<file path="config.mk">
export PLATFORM = sky130hd
export DESIGN_NAME = fetch_stage_flat
export DESIGN_NICKNAME = d
export VERILOG_FILES = /design/src/rtl/fetch_stage_if.sv /design/src/rtl/fetch_stage.sv /design/src/flat_wrapper.sv
export SDC_FILE = /design/constraint.sdc
export NUM_CORES = 1
export LEC_CHECK = 0
export CORE_MARGIN = 2
export CORE_UTILIZATION = 45
export DETAILED_ROUTE_END_ITERATION = 6
export MAX_ROUTING_LAYER = met4
export PLACE_DENSITY = 0.8
export REMOVE_ABC_BUFFERS = 1
export SYNTH_ARGS = -nofsm -noshare
export SYNTH_HDL_FRONTEND = slang
export SYNTH_SLANG_ARGS = --single-unit
export TNS_END_PERCENT = 100
</file>
<file path="constraint.sdc">
create_clock -name clk -period 3.7 [get_ports clk]
set_clock_uncertainty 0.2 [all_clocks]
set_input_delay 0.37 -clock clk [delete_from_list [all_inputs] [get_ports clk]]
set_output_delay 0.37 -clock clk [all_outputs]
set_load 0.05 [all_outputs]
</file>
<file path="src/rtl/fetch_stage_if.sv">
// rtl/fetch_stage_if.sv - fetch stage control, instruction-memory and IF/ID bundle
//
// Purpose: groups every fetch_stage signal except clk/rst so the stage and
// its environment connect through a single port.
//
// Signals:
//   stall              hold PC and IF/ID contents
//   redirect_valid     taken branch/jump resolved this cycle
//   redirect_pc        byte target of the redirect
//   imem_addr          byte address presented to instruction memory
//   imem_instruction   word returned combinationally by instruction memory
//   if_id_instruction  registered instruction
//   if_id_pc_plus4     registered PC+4 of that instruction
//   if_id_valid        IF/ID holds a real instruction (0 = bubble)
//   fault              sticky fetch fault
//   fault_pc           PC that caused the fault
//   fetch_count        instructions latched into IF/ID
//
// Modports:
//   master  the fetch stage itself
//   slave   the surrounding pipeline / instruction memory

interface fetch_stage_if;
  logic        stall;
  logic        redirect_valid;
  logic [31:0] redirect_pc;
  logic [31:0] imem_addr;
  logic [31:0] imem_instruction;
  logic [31:0] if_id_instruction;
  logic [31:0] if_id_pc_plus4;
  logic        if_id_valid;
  logic        fault;
  logic [31:0] fault_pc;
  logic [31:0] fetch_count;

  modport master (
    input  stall,
    input  redirect_valid,
    input  redirect_pc,
    input  imem_instruction,
    output imem_addr,
    output if_id_instruction,
    output if_id_pc_plus4,
    output if_id_valid,
    output fault,
    output fault_pc,
    output fetch_count
  );

  modport slave (
    output stall,
    output redirect_valid,
    output redirect_pc,
    output imem_instruction,
    input  imem_addr,
    input  if_id_instruction,
    input  if_id_pc_plus4,
    input  if_id_valid,
    input  fault,
    input  fault_pc,
    input  fetch_count
  );
endinterface

</file>
<file path="src/rtl/fetch_stage.sv">
// rtl/fetch_stage.sv - MIPS instruction-fetch stage with PC, IF/ID register and fault halt
//
// Purpose: owns the program counter, presents it to a combinational
// instruction memory, captures the returned word into the IF/ID register,
// and handles stalls, redirects and illegal fetch addresses.
//
// Ports:
//   clk   single clock, all state changes on the rising edge
//   rst   synchronous, active-high reset
//   bus   fetch_stage_if.master (stall/redirect in, imem address out,
//         imem word in, IF/ID register, fault status and fetch counter out)
//
// Sequencing: BOOT (one cycle after reset) -> RUN -> FAULT (absorbing
// until rst).

module fetch_stage #(
  parameter logic [31:0] RESET_PC   = 32'h0040_0000,
  parameter logic [31:0] IMEM_BASE  = 32'h0040_0000,
  parameter logic [31:0] IMEM_LIMIT = 32'h0040_4000
) (
  input  logic          clk,
  input  logic          rst,
  fetch_stage_if.master bus
);

  typedef enum logic [1:0] {
    ST_BOOT  = 2'd0,
    ST_RUN   = 2'd1,
    ST_FAULT = 2'd2
  } state_t;

  state_t      state_q, state_d;

  logic [31:0] pc_q,          pc_d;
  logic [31:0] instr_q,       instr_d;
  logic [31:0] pc_plus4_q,    pc_plus4_d;
  logic        valid_q,       valid_d;
  logic        fault_q,       fault_d;
  logic [31:0] fault_pc_q,    fault_pc_d;
  logic [31:0] count_q,       count_d;

  logic [31:0] pc_inc;
  logic        pc_aligned;
  logic        pc_in_range;
  logic        pc_legal;

  // PC+4 wraps modulo 2^32; a wrapped PC lands below IMEM_BASE and is
  // caught by the range check on the next fetch attempt.
  assign pc_inc      = pc_q + 32'd4;
  assign pc_aligned  = (pc_q[1:0] == 2'b00);
  assign pc_in_range = (pc_q >= IMEM_BASE) && (pc_q <= IMEM_LIMIT);
  assign pc_legal    = pc_aligned && pc_in_range;

  // State and datapath registers.
  always_ff @(posedge clk) begin
    if (rst) begin
      state_q    <= ST_BOOT;
      pc_q       <= RESET_PC;
      instr_q    <= 32'd0;
      pc_plus4_q <= 32'd0;
      valid_q    <= 1'b0;
      fault_q    <= 1'b0;
      fault_pc_q <= 32'd0;
      count_q    <= 32'd0;
    end else begin
      state_q    <= state_d;
      pc_q       <= pc_d;
      instr_q    <= instr_d;
      pc_plus4_q <= pc_plus4_d;
      valid_q    <= valid_d;
      fault_q    <= fault_d;
      fault_pc_q <= fault_pc_d;
      count_q    <= count_d;
    end
  end

  // Next-state and datapath updates. Everything holds by default; each
  // state only overrides what it changes.
  always_comb begin
    state_d    = state_q;
    pc_d       = pc_q;
    instr_d    = instr_q;
    pc_plus4_d = pc_plus4_q;
    valid_d    = valid_q;
    fault_d    = fault_q;
    fault_pc_d = fault_pc_q;
    count_d    = count_q;

    case (state_q)
      ST_BOOT: begin
        // PC is already on imem_addr; nothing is latched this cycle and
        // stall/redirect are not yet honoured.
        valid_d = 1'b0;
        state_d = ST_RUN;
      end

      ST_RUN: begin
        if (bus.redirect_valid) begin
          // Redirect beats stall: the wrong-path word is squashed and the
          // target is only checked when it is actually fetched.
          pc_d    = bus.redirect_pc;
          valid_d = 1'b0;
        end else if (bus.stall) begin
          // Hold everything.
          pc_d = pc_q;
        end else if (!pc_legal) begin
          state_d    = ST_FAULT;
          fault_d    = 1'b1;
          fault_pc_d = pc_q;
          valid_d    = 1'b0;
        end else begin
          instr_d    = bus.imem_instruction;
          pc_plus4_d = pc_inc;
          valid_d    = 1'b1;
          pc_d       = pc_inc;
          count_d    = count_q + 32'd1;
        end
      end

      ST_FAULT: begin
        // Absorbing: only rst leaves this state.
        valid_d = 1'b0;
        fault_d = 1'b1;
      end

      default: begin
        state_d = ST_BOOT;
        valid_d = 1'b0;
      end
    endcase
  end

  // imem_addr is the bare PC register so there is no input-to-address path.
  assign bus.imem_addr         = pc_q;
  assign bus.if_id_instruction = instr_q;
  assign bus.if_id_pc_plus4    = pc_plus4_q;
  assign bus.if_id_valid       = valid_q;
  assign bus.fault             = fault_q;
  assign bus.fault_pc          = fault_pc_q;
  assign bus.fetch_count       = count_q;

endmodule

</file>
<file path="src/flat_wrapper.sv">
// flat-port wrapper written by rule: the top's interface ports become plain ports
module fetch_stage_flat 
#(
  parameter logic [31:0] RESET_PC   = 32'h0040_0000,
  parameter logic [31:0] IMEM_BASE  = 32'h0040_0000,
  parameter logic [31:0] IMEM_LIMIT = 32'h0040_4000
)
  (clk, rst, bus_stall, bus_redirect_valid, bus_redirect_pc, bus_imem_instruction, bus_imem_addr, bus_if_id_instruction, bus_if_id_pc_plus4, bus_if_id_valid, bus_fault, bus_fault_pc, bus_fetch_count);
  fetch_stage_if bus_i ();
  input  logic clk;
  input  logic rst;
  input wire logic [$bits(bus_i.stall)-1:0] bus_stall;
  input wire logic [$bits(bus_i.redirect_valid)-1:0] bus_redirect_valid;
  input wire logic [$bits(bus_i.redirect_pc)-1:0] bus_redirect_pc;
  input wire logic [$bits(bus_i.imem_instruction)-1:0] bus_imem_instruction;
  output wire logic [$bits(bus_i.imem_addr)-1:0] bus_imem_addr;
  output wire logic [$bits(bus_i.if_id_instruction)-1:0] bus_if_id_instruction;
  output wire logic [$bits(bus_i.if_id_pc_plus4)-1:0] bus_if_id_pc_plus4;
  output wire logic [$bits(bus_i.if_id_valid)-1:0] bus_if_id_valid;
  output wire logic [$bits(bus_i.fault)-1:0] bus_fault;
  output wire logic [$bits(bus_i.fault_pc)-1:0] bus_fault_pc;
  output wire logic [$bits(bus_i.fetch_count)-1:0] bus_fetch_count;
  assign bus_i.stall = bus_stall;
  assign bus_i.redirect_valid = bus_redirect_valid;
  assign bus_i.redirect_pc = bus_redirect_pc;
  assign bus_i.imem_instruction = bus_imem_instruction;
  assign bus_imem_addr = bus_i.imem_addr;
  assign bus_if_id_instruction = bus_i.if_id_instruction;
  assign bus_if_id_pc_plus4 = bus_i.if_id_pc_plus4;
  assign bus_if_id_valid = bus_i.if_id_valid;
  assign bus_fault = bus_i.fault;
  assign bus_fault_pc = bus_i.fault_pc;
  assign bus_fetch_count = bus_i.fetch_count;
  fetch_stage #(.RESET_PC(RESET_PC), .IMEM_BASE(IMEM_BASE), .IMEM_LIMIT(IMEM_LIMIT)) u_core (.clk(clk), .rst(rst), .bus(bus_i));
endmodule
</file>
==> flow_metrics.env, run 1 <==
export IMPL_synth_area_um2=6970
export IMPL_leakage_nw=3.26
export IMPL_n_fill_cell=1286
export IMPL_finalSetupViolations=0
export IMPL_grt_max_degree=93
export IMPL_tns_ns=0
export IMPL_ios=230
export IMPL_syn_inst=838
export IMPL_grt_pass1_wl_um=31000
export IMPL_nets=1105
export IMPL_reg2reg_from="u_core.bus.imem_addr[30]"
export IMPL_reg2regPathDepth=6
export IMPL_cts_setup_buffers=0
export IMPL_dieArea_um2=16500
export IMPL_drv_cap=0
export IMPL_synthToLayoutAreaGrowth_pct=42.9
export IMPL_clock_sinks=164
export IMPL_io_buffers=229
export IMPL_dpl_hpwl_um=13500
export IMPL_ys_async_sr_fraction_pct=0
export IMPL_clkLatencyLatePin_ns=0.42
export IMPL_synthDistinctLibCells=53
export IMPL_ctsRootBufferMaster="clkbuf_16"
export IMPL_wirelength_um=20000
export IMPL_start_util_pct=46.0
export IMPL_synth_top_cells_by_count="nand2_1, dfxtp_1, a21oi_1"
export IMPL_power_density_nw_per_um2=450
export IMPL_die_y_um=128
export IMPL_final_cells=1235
export IMPL_path_max_fanout=9
export IMPL_synthMostInstantiatedCell="nand2_1"
export IMPL_yosysTopAreaCellShare_pct=47.1
export IMPL_core_um2=15100
export IMPL_worstSetupEndpointType="register"
export IMPL_yosys_register_bits=164
export IMPL_worst_ep_required_time_ns=3.85
export IMPL_final_max_slew_viol_count=0
export IMPL_final_hold_violation_count=0
export IMPL_synth_edf_count=0
export IMPL_yosys_top_cells_area="dfxtp_1, nand2_1, a21oi_1"
export IMPL_dr_pass1_iters=4
export IMPL_regToRegSetupSlack_ns=0.67
export IMPL_reg2reg_to="u_core.bus.imem_addr[2]"
export IMPL_grt_setup_unrepaired="no"
export IMPL_rows=45
export IMPL_worstMarginPinSlew_ns=1.03
export IMPL_hold_path_class="in -> reg"
export IMPL_period_share_pct=82.0
export IMPL_slew_headroom_pct=31.2
export IMPL_min_to="u_core.state_q[0]"
export IMPL_place_inst=1203
export IMPL_status="completed"
export IMPL_min_delay_start="bus_redirect_valid"
export IMPL_holdBufCountCts=0
export IMPL_cts_tree="done"
export IMPL_fin_crit_ns=3.03
export IMPL_postCtsResizedCells=0
export IMPL_synth_flop_cell="dfxtp_1"
export IMPL_grt_pass1_vias=6255
export IMPL_postRouteAntennaNets=0
export IMPL_drtIter0Drc=368
export IMPL_grt_ovfl_total=0
export IMPL_critPathArrivalTime_ns=3.18
export IMPL_die_x_um=128
export IMPL_route_detailed_drc=0
export IMPL_grt_usage_pct=24.1
export IMPL_clockBufferDepth=2
export IMPL_yosysTopAreaCell="dfxtp_1"
export IMPL_wl_per_cell_um=16.2
export IMPL_clkTransAtPathRegs_ns=0.06
export IMPL_cts_htree_levels=4
export IMPL_syn_area_per_cell_um2=8.31
export IMPL_antenna_found_initial=1
export IMPL_min_path_cells=3
export IMPL_cts_buffers=17
export IMPL_synth_sequential_area_ratio_pct=47.1
export IMPL_worstSetupPathType="reg -> reg"
export IMPL_vdd_drop_max_v=0.000317
export IMPL_fmax_ghz=0.330
export IMPL_layout_drive_gt1_share_pct=6.02
export IMPL_vias_per_cell=5.46
export IMPL_final_util_pct=65.7
export IMPL_route_vias_total=6749
export IMPL_timing_hold_ws_ns=0.195
export IMPL_place_gp_congestion=0.816
export IMPL_finalPower_mw=4.47
export IMPL_yosys_warnings=0
export IMPL_crit_path_start_kind="register"
==> stage by stage <==
step	worst slack, ns	cell area [µm²]
after CTS	0.684	9950
after global routing	0.550	9950
final	0.666	9950
after floorplan	-1.18	6650
after detailed placement	0.732	9320
after global placement	0.836	9320
==> how the worst max path moves through the flow <==
stage                                   from                            end  slack (ns)  cells after the start
finish              u_core.bus.imem_addr[30]        u_core.bus.imem_addr[2]        0.67                      6
CTS                  u_core.bus.imem_addr[2]  u_core.bus.if_id_pc_plus4[25]        0.68                      7
global placement                   bus_stall     u_core.bus.fetch_count[31]        0.84                      6
floorplan            u_core.bus.imem_addr[2]   u_core.bus.if_id_pc_plus4[0]       -1.18                      7
global route         u_core.bus.imem_addr[2]  u_core.bus.if_id_pc_plus4[17]        0.55                      7
detailed placement   u_core.bus.imem_addr[2]  u_core.bus.if_id_pc_plus4[25]        0.73                      7
==> where the power goes <==
part	switching, mW	internal, mW
Sequential	0.0660	1.82
Clock	0.722	1.17
Combinational	0.447	0.255
==> critical path: stages (launching register included) <==
cell and delay [ns]:
dfxtp_1 0.34, nor4_1 0.55, nand4_1 0.52, o31a_1 0.60
buf_4 0.24, or3_1 0.32, a31oi_1 0.18
==> per-layer routing <==
metal	part of all wire (%)	vias to the layer above	global-route usage [%]
met3	7.5	25	6.49
met5	0	-	-
met2	48	223	38.5
li1	-	3357	-
met4	1.6	0	7.56
met1	43	3144	29.9
==> cell usage in the layout (no fill, tap or decap), types with 7 or more instances in the layout <==
master,instances
clkdlybuf4s50_1,227
clkbuf_16,17
a211oi_1,15
nand2b_1,7
and4_1,8
nand3_1,32
inv_1,11
nand2_1,189
o31ai_1,31
dfxtp_1,164
buf_4,15
a21oi_1,121
and2_1,25
or4_1,27
xnor2_1,7
nor2_1,28
o21ai_0,13
nand4_1,17
==> cell type report <==
class	instances	area (µm²)	share of cell area [%]
antenna	1	2.50	0.0251
inverter	11	41.3	0.415
multi-input combinational	597	3370	33.8
clock inverter	11	175	1.76
sequential	164	3280	33.0
timing repair buffer	243	2390	24.0
clock buffer	20	457	4.59
tap	188	235	2.36
==> sequential cells by signal (all words and copies together) (netlist names) <==
register,cells
u_core.bus.if_id_pc_plus4,32
u_core.bus.fetch_count,32
u_core.state_q,2
u_core.bus.fault,1
u_core.bus.if_id_instruction,32
u_core.bus.imem_addr,32
u_core.bus.fault_pc,32
u_core.bus.if_id_valid,1
==> kinds of logic after synthesis <==
logic type,share of synthesized area (%)
AO/OA/AOI/OAI,18.0
XOR/XNOR,1.63
adder cells (fa/ha/maj),0.539
buffers and inverters,5.12
flip-flops,47.1
multiplexers,1.19
AND/OR/NAND/NOR,26.4
Note: power is estimated with default switching activity, not from simulation.
==> run 2, diff against run 1 <==
Settings changed: CORE_UTILIZATION 45 to 42, PLACE_DENSITY 0.8 to 0.78.
Clock period 3.7 ns to 2.5 ns, I/O delays scaled along.
==> run 2 against run 1 <==
Against the previous run: die area grew 6.9%; total power grew 49%; clock power grew 44%; worst hold slack lost 0.10 ns; critical endpoint unchanged; fmax grew 25%; register-to-register slack lost 0.59 ns; via count grew 4.3%; wire length grew 4.1%; core utilization shrank 2.3 points; largest cell class unchanged.
==> flow_metrics.env, run 2 (synthesized netlist as in run 1, its figures left out) <==
export IMPL_holdBufCountCts=0
export IMPL_worst_ep_required_time_ns=2.65
export IMPL_clock_sinks=164
export IMPL_cts_buffers=17
export IMPL_worstMarginPinSlew_ns=0.645
export IMPL_layout_common_cells="clkdlybuf4s50_1, nand2_1, dfxtp_1"
export IMPL_place_inst=1283
export IMPL_postRouteAntennaNets=0
export IMPL_drtIter0Drc=464
export IMPL_synthToLayoutAreaGrowth_pct=49.4
export IMPL_grt_pass1_wl_um=33000
export IMPL_finalPower_mw=6.69
export IMPL_rows=47
export IMPL_wirelength_um=20800
export IMPL_dr_pass1_iters=5
export IMPL_io_buffers=229
export IMPL_nets=1153
export IMPL_wl_per_cell_um=15.8
export IMPL_seqCellArea_um2=3280
export IMPL_route_vias_total=7037
export IMPL_status="completed"
export IMPL_final_max_slew_viol_count=0
export IMPL_final_cells=1315
export IMPL_hold_path_class="in -> reg"
export IMPL_period_share_pct=97.0
export IMPL_power_density_nw_per_um2=642
export IMPL_reg2regPathDepth=8
export IMPL_slew_headroom_pct=56.9
export IMPL_grt_max_degree=57
export IMPL_clkLatencyLatePin_ns=0.43
export IMPL_worstSetupPathType="reg -> reg"
export IMPL_multi_input_area_um2=3390
export IMPL_grt_usage_pct=23.8
export IMPL_final_common_cell="clkdlybuf4s50_1"
export IMPL_cts_htree_levels=4
export IMPL_path_max_fanout=6
export IMPL_start_util_pct=42.5
export IMPL_finalSetupViolations=0
export IMPL_clkTransAtPathRegs_ns=0.07
export IMPL_n_fill_cell=1346
export IMPL_vias_per_cell=5.35
export IMPL_drv_cap=0
export IMPL_die_y_um=133
export IMPL_ios=230
export IMPL_clockBufferDepth=2
export IMPL_fin_crit_ns=2.43
export IMPL_tns_ns=0
export IMPL_cts_tree="done"
export IMPL_worstSetupEndpointType="register"
export IMPL_leakage_nw=3.52
export IMPL_dieArea_um2=17600
export IMPL_critPathArrivalTime_ns=2.57
export IMPL_grt_pass1_vias=6591
export IMPL_fmax_ghz=0.412
export IMPL_dpl_hpwl_um=14500
export IMPL_grt_ovfl_total=0
export IMPL_min_path_cells=2
export IMPL_core_um2=16400
export IMPL_layout_drive_gt1_share_pct=10.7
export IMPL_vdd_drop_max_v=0.000492
export IMPL_route_detailed_drc=0
export IMPL_num_antenna_cells=0
export IMPL_crit_path_start_kind="register"
export IMPL_place_gp_congestion=0.804
export IMPL_ctsRootBufferMaster="clkbuf_16"
export IMPL_grt_setup_unrepaired="no"
export IMPL_final_hold_violation_count=0
export IMPL_final_util_pct=63.4
export IMPL_timing_hold_ws_ns=0.0947
export IMPL_die_x_um=133
export IMPL_antenna_found_initial=0
run 2: changes by cell type in the layout (fill, tap and decap cells not counted), moves of 2 or more:
cell	previous run	this run
inv_6	1	4
buf_12	0	4
clkinv_4	3	1
clkinvlp_4	2	4
nor4_1	6	4
buf_4	15	59
run 2: per-layer routing:
metal  wire, µm  track usage [%]  part of all wire (%)  vias up
met5          0                -                     0        -
met3       1090             4.60                   5.2       31
li1           -                -                     -     3449
met2      10100             38.3                    48      235
met1       9260             29.9                    44     3322
met4        428             8.72                   2.1        0
run 2: area by class of cell:
cell class	instances	share of cell area, %
sequential	164	31.5
clock inverter	14	1.67
inverter	11	0.397
tap	220	2.65
multi-input combinational	597	32.6
clock buffer	18	4.22
timing repair buffer	291	26.9
run 2: critical path, stage by stage, from the launching register on:
cell,delay [ns]
dfxtp_1,0.31
inv_1,0.08
ha_1,0.16
nor4b_4,0.27
a31oi_2,0.18
buf_4,0.20
o31a_1,0.40
or3_1,0.36
a31oi_1,0.19
run 2: final timing paths:
check / from / to / slack, ns
setup / recovery: u_core.bus.imem_addr[2] / u_core.bus.imem_addr[2] / 0.07
hold / removal: rst / u_core.bus.imem_addr[15] / 0.09
setup reg to reg: u_core.bus.imem_addr[2] / u_core.bus.imem_addr[2] / 0.07
hold reg to reg: u_core.bus.if_id_instruction[30] / u_core.bus.if_id_instruction[30] / 0.25
run 2: report_power, final:
group	switching [mW]	internal (mW)	total, mW
clock	1.12	1.61	2.73
sequential	0.0620	2.69	2.75
combinational	0.731	0.477	1.21
run 2: repair_timing:
action | 4_1_cts | 5_1_grt
setup endpoints to repair | 0 | 41
buffers inserted | 0 | 0
gates resized for setup | 0 | 5
run 2: per-stage QoR:
stage                     setup slack [ns]  cell area [µm²]
after CTS                           0.0589            10400
final                               0.0750            10400
after detailed placement           -0.0299             9770
after global routing               0.00431            10400
after global placement              0.0701             9770
after floorplan                      -2.38             6650
